--- src/rtl/sha_work_reg_bank.sv ---
// SHA-2 working-variable bank: a..h round-shift registers plus H0..H7 chaining value.
// Loads the chaining value on start, applies ROUNDS T1/T2 updates, then adds back.
module sha_work_reg_bank #(
    parameter int W      = 32,
    parameter int ROUNDS = 64,
    parameter int RW     = 7
) (
    input  logic            CLK,
    input  logic            RST,
    input  logic            start,
    input  logic [8*W-1:0]  hash_i,
    input  logic            round_en,
    input  logic [W-1:0]    t1_i,
    input  logic [W-1:0]    t2_i,
    output logic [8*W-1:0]  work_o,
    output logic [RW-1:0]   round_o,
    output logic [8*W-1:0]  hash_o,
    output logic            busy_o,
    output logic            done_o
);

    typedef enum logic [1:0] {
        S_IDLE,
        S_ROUND,
        S_FINAL
    } state_t;

    localparam logic [RW-1:0] LAST = RW'(ROUNDS - 1);

    state_t               state_q, state_d;
    logic [7:0][W-1:0]    work_q, work_d;
    logic [7:0][W-1:0]    h_q, h_d;
    logic [7:0][W-1:0]    hash_q, hash_d;
    logic [7:0][W-1:0]    sum;
    logic [RW-1:0]        round_q, round_d;
    logic                 busy_q, busy_d;
    logic                 done_q, done_d;

    always_comb begin
        for (int k = 0; k < 8; k++) begin
            sum[k] = h_q[k] + work_q[k];
        end
    end

    always_comb begin
        state_d = state_q;
        work_d  = work_q;
        h_d     = h_q;
        hash_d  = hash_q;
        round_d = round_q;
        done_d  = 1'b0;
        unique case (state_q)
            S_IDLE: begin
                if (start) begin
                    h_d     = hash_i;
                    work_d  = hash_i;
                    round_d = '0;
                    state_d = S_ROUND;
                end
            end
            S_ROUND: begin
                if (round_en) begin
                    work_d[7] = work_q[6];
                    work_d[6] = work_q[5];
                    work_d[5] = work_q[4];
                    work_d[4] = work_q[3] + t1_i;
                    work_d[3] = work_q[2];
                    work_d[2] = work_q[1];
                    work_d[1] = work_q[0];
                    work_d[0] = t1_i + t2_i;
                    if (round_q == LAST) begin
                        round_d = '0;
                        state_d = S_FINAL;
                    end else begin
                        round_d = round_q + RW'(1);
                    end
                end
            end
            S_FINAL: begin
                // Keep the sum in H as well so the next block can chain from it.
                hash_d  = sum;
                h_d     = sum;
                done_d  = 1'b1;
                state_d = S_IDLE;
            end
            default: state_d = S_IDLE;
        endcase
        busy_d = (state_d != S_IDLE);
    end

    always_ff @(posedge CLK or posedge RST) begin
        if (RST) begin
            state_q <= S_IDLE;
            work_q  <= '0;
            h_q     <= '0;
            hash_q  <= '0;
            round_q <= '0;
            busy_q  <= 1'b0;
            done_q  <= 1'b0;
        end else begin
            state_q <= state_d;
            work_q  <= work_d;
            h_q     <= h_d;
            hash_q  <= hash_d;
            round_q <= round_d;
            busy_q  <= busy_d;
            done_q  <= done_d;
        end
    end

    assign work_o  = work_q;
    assign hash_o  = hash_q;
    assign round_o = round_q;
    assign busy_o  = busy_q;
    assign done_o  = done_q;

endmodule
--- config.mk ---
export PLATFORM = sky130hd
export DESIGN_NAME = sha_work_reg_bank
export DESIGN_NICKNAME = d
export VERILOG_FILES = /design/src/rtl/sha_work_reg_bank.sv
export SDC_FILE = /design/constraint.sdc
export NUM_CORES = 2
export LEC_CHECK = 0
export ABC_CLOCK_PERIOD_IN_PS = 32200
export CORE_AREA = 2 2 327 329
export CTS_BUF_LIST = sky130_fd_sc_hd__clkbuf_16
export CTS_CLUSTER_SIZE = 28
export DETAILED_ROUTE_END_ITERATION = 16
export DIE_AREA = 0 0 329 331
export PLACE_DENSITY_LB_ADDON = 0.1
export RECOVER_POWER = 100
export SLEW_MARGIN = 5
export SYNTH_ARGS = -nofsm -noshare
export SYNTH_HDL_FRONTEND = slang
export SYNTH_SLANG_ARGS = --single-unit
export TNS_END_PERCENT = 50
--- constraint.sdc ---
create_clock -name CLK -period 32.2 [get_ports CLK]
set_input_delay 6.44 -clock CLK [delete_from_list [all_inputs] [get_ports CLK]]
set_output_delay 6.44 -clock CLK [all_outputs]
set_load 0.01 [all_outputs]
---- Yosys cells after proc, flatten, opt, wreduce, memory -nomap -nowiden ----
Index checks and enable logic that the tools add are counted.
cells by class
  add/sub/neg operators ................... 11
  multiply operators ...................... 0
  div/mod/pow operators ................... 0
  $lt $le $gt $ge ......................... 0
  eq/ne operators ......................... 5
  shifts and indexed selects .............. 0
  mux-type cells .......................... 13
  bitwise logic cells ..................... 0
  reductions and logical operators ........ 6
operators by type and width
  cell                                           number
  case mux 256 bit (2 select lines)              2
  2-to-1 mux 256 bit                             2
  adder 32 bit                                   10
  2-to-1 mux 7 bit                               3
  case mux 7 bit (2 select lines)                1
  adder 7 x 1 -> 7 bit, second input constant    1
  == test 7 x 6 -> 1 bit, second input constant  1
  2-to-1 mux 2 bit                               3
  nonzero test 2 bit                             3
  inequality test 2 bit, second input constant   2
  case mux 2 bit (2 select lines)                1
  AND reduction 3 bit                            1
  == test 2 x 1 -> 1 bit, second input constant  1
  == test 2 bit, second input constant           1
  logical NOT 2 bit                              1
  AND reduction 2 bit                            1
  2-to-1 mux 1 bit                               1
word-level totals
  register bits after elaboration ......... 779
  latch bits .............................. 0
  memory bits (writable) .................. 0
  bits in read-only memories .............. 0
  input port bits ......................... 324
  output and inout bits ................... 521
  logic and storage cells ................. 63
  memories kept ........................... 0

---- Depth between registers and ports, before layout ----
  depth in word-level cells ............... 5
  gate-level depth with buffers ........... 11
  gate-level depth less buffers ........... 11

---- Worst setup path before layout ----
OpenSTA, ideal clock, no wires.
  path kind ............................... input -> register
  start point ............................. input port t1_i[0]
  end point ............................... register work_q (netlist bit work_o[150])
  setup time .............................. 125 ps
  data arrival time ....................... 8,745 ps
  setup slack ............................. 23,331 ps
  cell stages on the path ................. 11
  path buffers ............................ 0
  cell sequence ........................... ha_1 -> fa_1 -> a211oi_1 -> nor2_1 -> o21ai_1 -> o41ai_2 -> a31o_2 -> a21o_1 -> a211o_1 -> a311oi_1 -> nor2_1
between the ends
  word-level cells in the longest chain between the ends .. 3
RTL lines
  item                               RTL line  source
  start: declaration                 13        input logic [W-1:0] t1_i,
  adder 32 bit                       66        work_d[4] = work_q[3] + t1_i;
  2-to-1 mux 256 bit                 62        if (round_en) begin
  case mux 256 bit (2 select lines)  52        unique case (state_q)
  end signal: assignment             102       work_q <= work_d;
  end: declaration                   31        logic [7:0][W-1:0] work_q, work_d;
No other way between the ends. The select of a mux whose other input is x is not followed.
A chain may end at the register's enable or synchronous reset.

==> results.sh <==
export IMPL_cp_arrival_ns=18.03
export IMPL_grt_pass1_vias=44400
export IMPL_synth_cell_types=95
export IMPL_drv_slew=1923
export IMPL_ys_seq_area_frac=0.412
export IMPL_fmaxAchievable_ghz=0.0576
export IMPL_grt_max_degree=165
export IMPL_ys_warn_count=0
export IMPL_fin_crit_sh=0.539
export IMPL_syn_area_um2=47300
export IMPL_p_leak_uw=0.0278
export IMPL_ir_drop_mv=0.0430
export IMPL_cp_cell_sequence="dlygate4sd3_1 > clkinvlp_2 > clkbuf_1 > clkbuf_1 > clkbuf_1 > buf_4"
export IMPL_final_cell_mix="1,318 x nand2_1, 778 x dfrtp_1, 523 x dlygate4sd3_1"
export IMPL_row_count=119
export IMPL_synth_top_cell_area_share=0.412
export IMPL_post_cts_buffers=0
export IMPL_grt_overflow_total=0
export IMPL_crit_fanout=108
export IMPL_placed_area_um2=56700
export IMPL_grt_pass1_wl_um=280000
export IMPL_fin_crit_ns=17.36
export IMPL_cts_tree="done"
export IMPL_synth_fp_nets=6263
export IMPL_required_ns=32.86
export IMPL_die_h_um=331
export IMPL_core_area_um2=105000
export IMPL_routed_wl_um=190000
export IMPL_boundaryPins=845
export IMPL_setup_violations=0
export IMPL_cts_hold_buf=0
export IMPL_dieArea_um2=109000
export IMPL_crit_path_start_kind="input port"
export IMPL_path_common_cell="clkbuf_1"
export IMPL_drt_iter0_drc=3847
export IMPL_fin_ws_ns=14.84
export IMPL_hpwl_um=139000
export IMPL_place_worst_setup_slack_ns=21.27
export IMPL_ctsResizeCount=0
export IMPL_antenna_found_initial=43
export IMPL_end_kind="asynchronous set/reset pin"
export IMPL_cts_buffers_inserted=91
export IMPL_ys_ff_latch=779
export IMPL_finalSetupTns_ns=0
export IMPL_mostFrequentLayoutCell="nand2_1"
export IMPL_cts_sinks=779
export IMPL_ys_async_sr_fraction=1.00
export IMPL_clk_pin_slew_ns=0.06
export IMPL_cpMaxStageDelayCell="clkbuf_1"
export IMPL_ant_nets=0
export IMPL_fin_util=0.567
export IMPL_critPathMaxStageDelay_ns=2.64
export IMPL_remaining_drc_errors=0
export IMPL_synth_area_leaders="dfrtp_1 41%, nand2_1 10%, ha_1 8.2%, a21oi_1 4.5%, nor2_1 4.0%"
export IMPL_root_buffer="clkbuf_16"
export IMPL_syn_avg_cell_area_um2=8.41
export IMPL_cts_buffer_depth=3
export IMPL_via_per_inst=5.89
export IMPL_ys_flop_type="dfrtp_1"
export IMPL_portBuffers=844
export IMPL_detail_route_wl_per_cell_um=24.4
export IMPL_final_nets=6940
export IMPL_worstRegToRegCells=8
export IMPL_place_congestion=0.971
export IMPL_hold_class="reg2reg"
export IMPL_synth_cells=5618
export IMPL_tightest_slew_ns=4.83
export IMPL_outcome="finished, violations left"
export IMPL_violations="max-capacitance violations, max-slew violations"
export IMPL_area_delta_synth_final_pct=25.9
export IMPL_drive_above_1_share=0.0344
export IMPL_clock_latency_ns=0.68
export IMPL_synth_edf_count=0
export IMPL_finalHoldViolations=0
export IMPL_rsz0062_at_grt="false"
export IMPL_path_class="in2async"
export IMPL_postLayoutCellArea_um2=59500
export IMPL_clock_skew_ns=0.0315
export IMPL_synth_largest_area_cell="dfrtp_1"
export IMPL_htreeDepth=3
export IMPL_slew_headroom=-2.22
export IMPL_vias=45800
export IMPL_timing_max_cap_violations=29
export IMPL_min_path_cells=2
export IMPL_drt_pass1_iter_count=6
export IMPL_grt_usage=0.340
export IMPL_initial_utilization=0.450
export IMPL_die_x_um=329
export IMPL_powerDensity_nw_per_um2=65.6
## logic make-up after synthesis
logic type               Yosys count  synth area share
buffers and inverters            380            0.0305
XOR/XNOR                         256            0.0474
adder cells (fa/ha/maj)          321            0.0866
AND/OR/NAND/NOR                 2135             0.185
flip-flops                       779             0.412
AO/OA/AOI/OAI                   1722             0.232
multiplexers                      25           0.00545
## report_power, final
part	leakage [uW]	switching (uW)	internal [uW]	total, uW
Clock	0.00146	441	569	1010
Sequential	0.00956	179	1100	1280
Combinational	0.0168	923	688	1610
## worst paths after layout
kind,end,slack [ns],from
max in group CLK,work_o[35],16.07,start
setup / recovery,hash_o[35],14.84,RST
min in group asynchronous,hash_o[224],7.63,RST
hold / removal,hash_o[253],0.47,hash_o[253]
setup reg to reg,h_q[190],16.88,state_q[1]
hold reg to reg,hash_o[253],0.47,hash_o[253]
## registers in the layout, summed over array words and instances, names as in the netlist
name / cells
state_q: 2
work_o: 256
round_o: 7
busy_o: 1
h_q: 256
hash_o: 256
done_o: 1
## through the flow
| stage | power (uW) | hold WS, ns | std cells |
|---|---|---|---|
| 6_report | 3900 | 0.465 | 7784 |
| 5_1_grt | 4130 | 0.487 | 7778 |
| 4_1_cts | 3930 | 0.475 | 7752 |
| 3_5_place_dp | 2910 | 0.461 | 7593 |
| 3_3_place_gp | 2890 | 0.457 | 7593 |
| 2_1_floorplan | 2320 | 0.453 | 5618 |
## synth_stat cells, types with 25 or more instances
cell type     n
a22oi_1     109
xnor2_1     150
ha_1        311
nand3_1      58
nor2b_1      27
o211ai_1     34
a31oi_1     262
o21ai_0     353
o31ai_1      29
nand2_1    1320
nor3_1       33
a21o_1      159
a21oi_1     425
o21a_1       32
a211oi_1     35
xor2_1      106
o21bai_1     56
dfrtp_1     779
and3_1       51
nand4_1      39
nor2_1      500
inv_1        80
o22ai_1      39
nand2b_1     25
clkbuf_1    264
## per-layer routing
layer | vias up | GRT usage | share of wire
met3 | 402 | 0.0533 | 0.075
met4 | 24 | 0.181 | 0.055
li1 | 21300 | - | -
met1 | 22200 | 0.425 | 0.39
met2 | 1923 | 0.566 | 0.48
met5 | - | 0 | 0.00080
## area by class of cell
| type | instances | area (um^2) |
|---|---|---|
| tap | 1391 | 1740 |
| sequential | 779 | 19500 |
| fill | 9790 | 45500 |
| inverter | 81 | 307 |
| timing repair buffer | 883 | 8690 |
| clock inverter | 66 | 485 |
| clock buffer | 93 | 2330 |
| antenna | 32 | 80.1 |
| multi-input combinational | 4459 | 26400 |
## worst max-delay path, delay by kind of cell
kind / cells / cell delay (ns)
buffers and inverters: 6 / 11.43
Power figures use the tool's default switching activity.
